$ cat src/rtl/folded_dot.sv
// folded_dot: dot product of N weight/activation pairs, LANES elements per beat.
// The captured operand vectors are shifted down one beat each cycle, so the
// multiplier lanes always read the low LANES elements. This keeps the lane
// inputs free of a beat-indexed mux. The accumulator is wide enough that it
// never wraps. Saturation to RES_WIDTH happens once, on the final beat.
module folded_dot #(
    parameter int N            = 128,
    parameter int WEIGHT_WIDTH = 4,
    parameter int ACT_WIDTH    = 4,
    parameter int LANES        = 16,
    parameter int RES_WIDTH    = 16
) (
    input  logic                          clk,
    input  logic                          rst,
    input  logic                          start,
    input  logic                          i_w_signed,
    input  logic                          i_a_signed,
    input  logic [N*WEIGHT_WIDTH-1:0]     i_weights_flat,
    input  logic [N*ACT_WIDTH-1:0]        i_acts_flat,
    output logic                          ready,
    output logic                          done,
    output logic signed [RES_WIDTH-1:0]   result,
    output logic                          overflow
);

    localparam int BEATS = N / LANES;
    localparam int BW    = (BEATS > 1) ? $clog2(BEATS) : 1;
    localparam int PW    = WEIGHT_WIDTH + ACT_WIDTH + 2;
    localparam int ACC_W = PW + $clog2(N);
    localparam int CW    = ((ACC_W > RES_WIDTH) ? ACC_W : RES_WIDTH) + 1;

    localparam logic [BW-1:0] LAST_BEAT = BW'(BEATS - 1);
    localparam logic signed [CW-1:0] RES_MAX =
        {{(CW-RES_WIDTH+1){1'b0}}, {(RES_WIDTH-1){1'b1}}};
    localparam logic signed [CW-1:0] RES_MIN =
        {{(CW-RES_WIDTH+1){1'b1}}, {(RES_WIDTH-1){1'b0}}};

    generate
        if (N % LANES != 0) begin : g_bad_lanes
            $error("folded_dot: N must be a multiple of LANES");
        end
    endgenerate

    typedef enum logic [1:0] {IDLE, RUN, DONE} state_t;

    state_t state, state_next;
    logic   capture, finish;

    logic [N*WEIGHT_WIDTH-1:0] w_reg;
    logic [N*ACT_WIDTH-1:0]    a_reg;
    logic                      w_sgn, a_sgn;
    logic signed [ACC_W-1:0]   acc;
    logic [BW-1:0]             beat;

    logic signed [ACC_W-1:0]     partial;
    logic signed [ACC_W-1:0]     acc_sum;
    logic signed [CW-1:0]        sum_ext;
    logic signed [RES_WIDTH-1:0] sat_val;
    logic                        sat_hit;
    logic [WEIGHT_WIDTH-1:0]     w_el;
    logic [ACT_WIDTH-1:0]        a_el;
    logic signed [WEIGHT_WIDTH:0] w_ext;
    logic signed [ACT_WIDTH:0]   a_ext;
    logic signed [PW-1:0]        prod;

    // State register.
    always_ff @(posedge clk or posedge rst) begin
        if (rst) state <= IDLE;
        else     state <= state_next;
    end

    // Next-state decode; start only counts while the block is idle or just finished.
    always_comb begin
        state_next = state;
        capture    = 1'b0;
        finish     = 1'b0;
        case (state)
            IDLE: begin
                if (start) begin
                    capture    = 1'b1;
                    state_next = RUN;
                end
            end
            RUN: begin
                if (beat == LAST_BEAT) begin
                    finish     = 1'b1;
                    state_next = DONE;
                end
            end
            DONE: begin
                if (start) begin
                    capture    = 1'b1;
                    state_next = RUN;
                end else begin
                    state_next = IDLE;
                end
            end
            default: state_next = IDLE;
        endcase
    end

    // Sum of the LANES products at the bottom of the shifted operand vectors.
    always_comb begin
        partial = '0;
        w_el    = '0;
        a_el    = '0;
        w_ext   = '0;
        a_ext   = '0;
        prod    = '0;
        for (int l = 0; l < LANES; l++) begin
            w_el    = w_reg[l*WEIGHT_WIDTH +: WEIGHT_WIDTH];
            a_el    = a_reg[l*ACT_WIDTH +: ACT_WIDTH];
            w_ext   = $signed({w_sgn & w_el[WEIGHT_WIDTH-1], w_el});
            a_ext   = $signed({a_sgn & a_el[ACT_WIDTH-1], a_el});
            prod    = w_ext * a_ext;
            partial = partial + ACC_W'(prod);
        end
    end

    // Running total including this beat, clamped to the result range.
    always_comb begin
        acc_sum = acc + partial;
        sum_ext = CW'(acc_sum);
        sat_hit = 1'b0;
        sat_val = RES_WIDTH'(sum_ext);
        if (sum_ext > RES_MAX) begin
            sat_hit = 1'b1;
            sat_val = RES_WIDTH'(RES_MAX);
        end else if (sum_ext < RES_MIN) begin
            sat_hit = 1'b1;
            sat_val = RES_WIDTH'(RES_MIN);
        end
    end

    // Operand capture, beat accumulation and result/handshake registers.
    always_ff @(posedge clk or posedge rst) begin
        if (rst) begin
            w_reg    <= '0;
            a_reg    <= '0;
            w_sgn    <= 1'b0;
            a_sgn    <= 1'b0;
            acc      <= '0;
            beat     <= '0;
            ready    <= 1'b1;
            done     <= 1'b0;
            result   <= '0;
            overflow <= 1'b0;
        end else begin
            done <= finish;
            if (capture) begin
                w_reg <= i_weights_flat;
                a_reg <= i_acts_flat;
                w_sgn <= i_w_signed;
                a_sgn <= i_a_signed;
                acc   <= '0;
                beat  <= '0;
                ready <= 1'b0;
            end else if (state == RUN) begin
                acc   <= acc_sum;
                beat  <= beat + 1'b1;
                w_reg <= w_reg >> (LANES * WEIGHT_WIDTH);
                a_reg <= a_reg >> (LANES * ACT_WIDTH);
                if (finish) begin
                    result   <= sat_val;
                    overflow <= sat_hit;
                    ready    <= 1'b1;
                end
            end
        end
    end

endmodule

$ cat config.mk
export PLATFORM = sky130hd
export DESIGN_NAME = folded_dot
export DESIGN_NICKNAME = d
export VERILOG_FILES = /design/src/rtl/folded_dot.sv
export SDC_FILE = /design/constraint.sdc
export NUM_CORES = 2
export LEC_CHECK = 0
export CAP_MARGIN = 5
export CORE_AREA = 3 3 404 406
export CTS_CLUSTER_SIZE = 20
export DETAILED_ROUTE_END_ITERATION = 12
export DIE_AREA = 0 0 407 409
export DONT_BUFFER_PORTS = 1
export GPL_TIMING_DRIVEN = 0
export PLACE_DENSITY = 0.56
export SLEW_MARGIN = 20
export SYNTH_ARGS = -nofsm -noshare
export SYNTH_HDL_FRONTEND = slang
export SYNTH_SLANG_ARGS = --single-unit
export TNS_END_PERCENT = 5
$ cat constraint.sdc
create_clock -name clk -period 40.9 [get_ports clk]
set_input_delay 6.135 -clock clk [delete_from_list [all_inputs] [get_ports clk]]
set_output_delay 6.135 -clock clk [all_outputs]
set_load 0.03 [all_outputs]
==> results.tsv <==
stage	metric	value	unit
sta	final.setup.tns	0	ns
die	num_rows	147	
synth	ys.flop_type	dfrtp_1	
sta	finalHoldViolCount	0	
worst_setup_path	reg2reg_from	w_sgn	
synth	synth.most_common_cell	nand2_1	
detailed_routing	drt-total-wl	322	mm
synth	synth-async-reset-ratio	100	%
placed_design	gp_congestion	1.06	
detailed_routing	via_count	57991	
synth	yosys_warnings	0	
detailed_routing	wl_met3	34.1	mm
detailed_routing	antenna_left	0	
die	core_area	160000	um2
global_route	grt_usage	38.2	%
worst_setup_path	setup.worst_path.start_class	flop	
sta	setup_viol	0	
synth	ys_top_cells_by_area	dfrtp_1 39%, fa_1 20%, nand2_1 12%, a31oi_1 8.3%, nor2_1 5.2%	
synth	ys_ff_latch	1067	
die	start_util	42.3	%
cts	ctsHoldBuffers	0	
detailed_routing	drcViolationCount	0	
global_route	gr-total-overflow	0	
die	pin_count	1048	
synth	synthTopCellsByCount	2196 x nand2_1, 1066 x dfrtp_1, 934 x nor2_1, 900 x a31oi_1, 807 x inv_1	
detailed_routing	wl_met2	144	mm
worst_setup_path	r2r-end	result[6]	
detailed_routing	top_layer	met5	
layout	syn2layout_area_growth	11.2	%
sta	rsz0062_at_grt	no	
sta	clock_skew	0.0793	ns
detailed_routing	drt_first_iter_violations	6451	
cts	cts_max_level	3	
hold_path	hold_class	flop to flop	
sta	max_slew_margin	12.9	%
die	die_area	166000	um2
detailed_routing	drt-wirelength-per-cell	31.2	um
die	chipWidth	407	um
layout	fin_nets	9761	
cts	clock_path_buffers	3	
synth	synth_cell_types	43	
sta	period_share	28.5	%
detailed_routing	first_pass_iters	5	
global_route	antenna_found_initial	204	
synth	postSynthAreaPerCell	8.74	um2
hold_path	min_to	acc[5]	
synth	syn_inst	7764	
sta	worst_pin_slew	1.31	ns
placed_design	dp_slack	29.18	ns
cts	cts_resized	0	
worst_setup_path	end_kind	flop	
cts	clock_latency	0.75	ns
global_route	grt_pass1_vias	57587	
synth	yosys.area.top_type	dfrtp_1	
worst_setup_path	cp_max_fo	10	
synth	yosysSeqAreaShare	39.4	%
die	fp.dieH	409	um
worst_setup_path	crit_top_cell	fa_1	
sta	fin_ws	29.23	ns
sta	slew_viol_final	0	
cts	clkTransAtPathRegs	0.06	ns
global_route	grt_first_pass_wirelength	441	mm
detailed_routing	vias_per_cell	5.63	
synth	synthesis.nets	9628	
worst_setup_path	required	41.53	ns
hold_path	hp-start	acc[5]	
outcome	status	completed	
synth	synth_edf_count	0	
cts	cts_tree	built	
worst_setup_path	reg2reg_slack	29.23	ns
worst_setup_path	max_stage_delay	0.89	ns
worst_setup_path	cp.arrival	12.30	ns
cts	cts-root-buf	clkbuf_16	
placed_design	hpwl	274	mm
detailed_routing	wl_met1	126	mm
sta	fin_crit	11.67	ns
worst_setup_path	slowest_stage	clkbuf_1	
global_route	grt_max_degree	104	
layout	layout-drive-gt1-share	3.42	%
run	maxCapViolations	0	
synth	netlist_area	67800	um2
cts	cts_made_buffers	117	
sta	fmax	0.0857	GHz
hold_path	holdPathStages	2	
cts	numClockSinks	1067	
synth	synth.top_cell.area_share	39.3	%
layout	n_fill_cell	15934	
worst_setup_path	rr_worst_depth	27	
cts	post_cts_buffers	0	
worst_setup_path	worstSetupPathType	flop to flop	
placed_design	io_buffers	0	
## placed cells by master, fill, tap and decap left out, drive strengths merged, types with 141 or more instances in the layout
| cell type | n |
|---|---|
| nand2 | 2196 |
| dfrtp | 1066 |
| nor2 | 934 |
| a31oi | 900 |
| inv | 810 |
| fa | 679 |
| clkbuf | 618 |
| and2 | 168 |
| ha | 156 |
| diode | 149 |
| a21oi | 141 |
## worst max path at each step
stage	start	end	slack (ns)	cells past startpoint
after floorplan	rst	a_reg[0]	4.73	1
after global placement	rst	w_reg[469]	-8.55	1
after detailed placement	w_sgn	result[6]	29.18	27
after CTS	w_sgn	result[6]	29.25	27
after global routing	w_sgn	result[6]	28.86	27
final	w_sgn	result[6]	29.23	27
## critical path: cells and delay by family, from the launching register on
family | cells | cell delay (ns)
multiplexers | 1 | 0.50
flip-flops | 1 | 0.50
AND/OR/NAND/NOR | 3 | 1.08
AO/OA/AOI/OAI | 4 | 1.10
buffers and inverters | 8 | 2.92
adder cells (fa/ha/maj) | 11 | 5.47
## stage by stage
stage	util [%]	instance area [um2]	hold slack, ns	std cells
2_1_floorplan	-	67800	0.450	7764
3_3_place_gp	44.0	70500	0.467	9924
3_5_place_dp	44.3	70900	0.476	9938
4_1_cts	46.8	75100	0.474	10154
5_1_grt	47.0	75300	0.506	10236
6_report	47.1	75400	0.486	10303
## routing by layer
layer / global-route usage, % / up-vias
li1: - / 25062
met2: 57.1 / 2902
met1: 49.5 / 29313
met3: 12.1 / 620
met5: 0 / -
met4: 20.0 / 94
## cell families after synthesis
logic type | synth area share (%)
and+or+nand+nor | 19.9
buffers and inverters | 7.15
AOI/OAI and AO/OA | 10.1
DFF | 39.4
adders and majority gates | 23.0
xor gates and xnor gates | 0.513
muxes | 0.0314
## final cells by class
class                           instances  area (um2)  area share, %
Tap cell                             2160        2700           3.58
Clock buffer                          164        3400           4.51
Antenna cell                          149         373          0.494
Timing Repair Buffer                   14         369          0.489
Multi-Input combinational cell       5407       36300           48.1
Clock inverter                         52         708          0.939
Inverter                              808        3040           4.03
Sequential cell                      1067       26700           35.4
Buffer                                482        1840           2.44
Power is not shown: default switching activity piles up to over one toggle a cycle in this logic, so the estimate is an artifact.
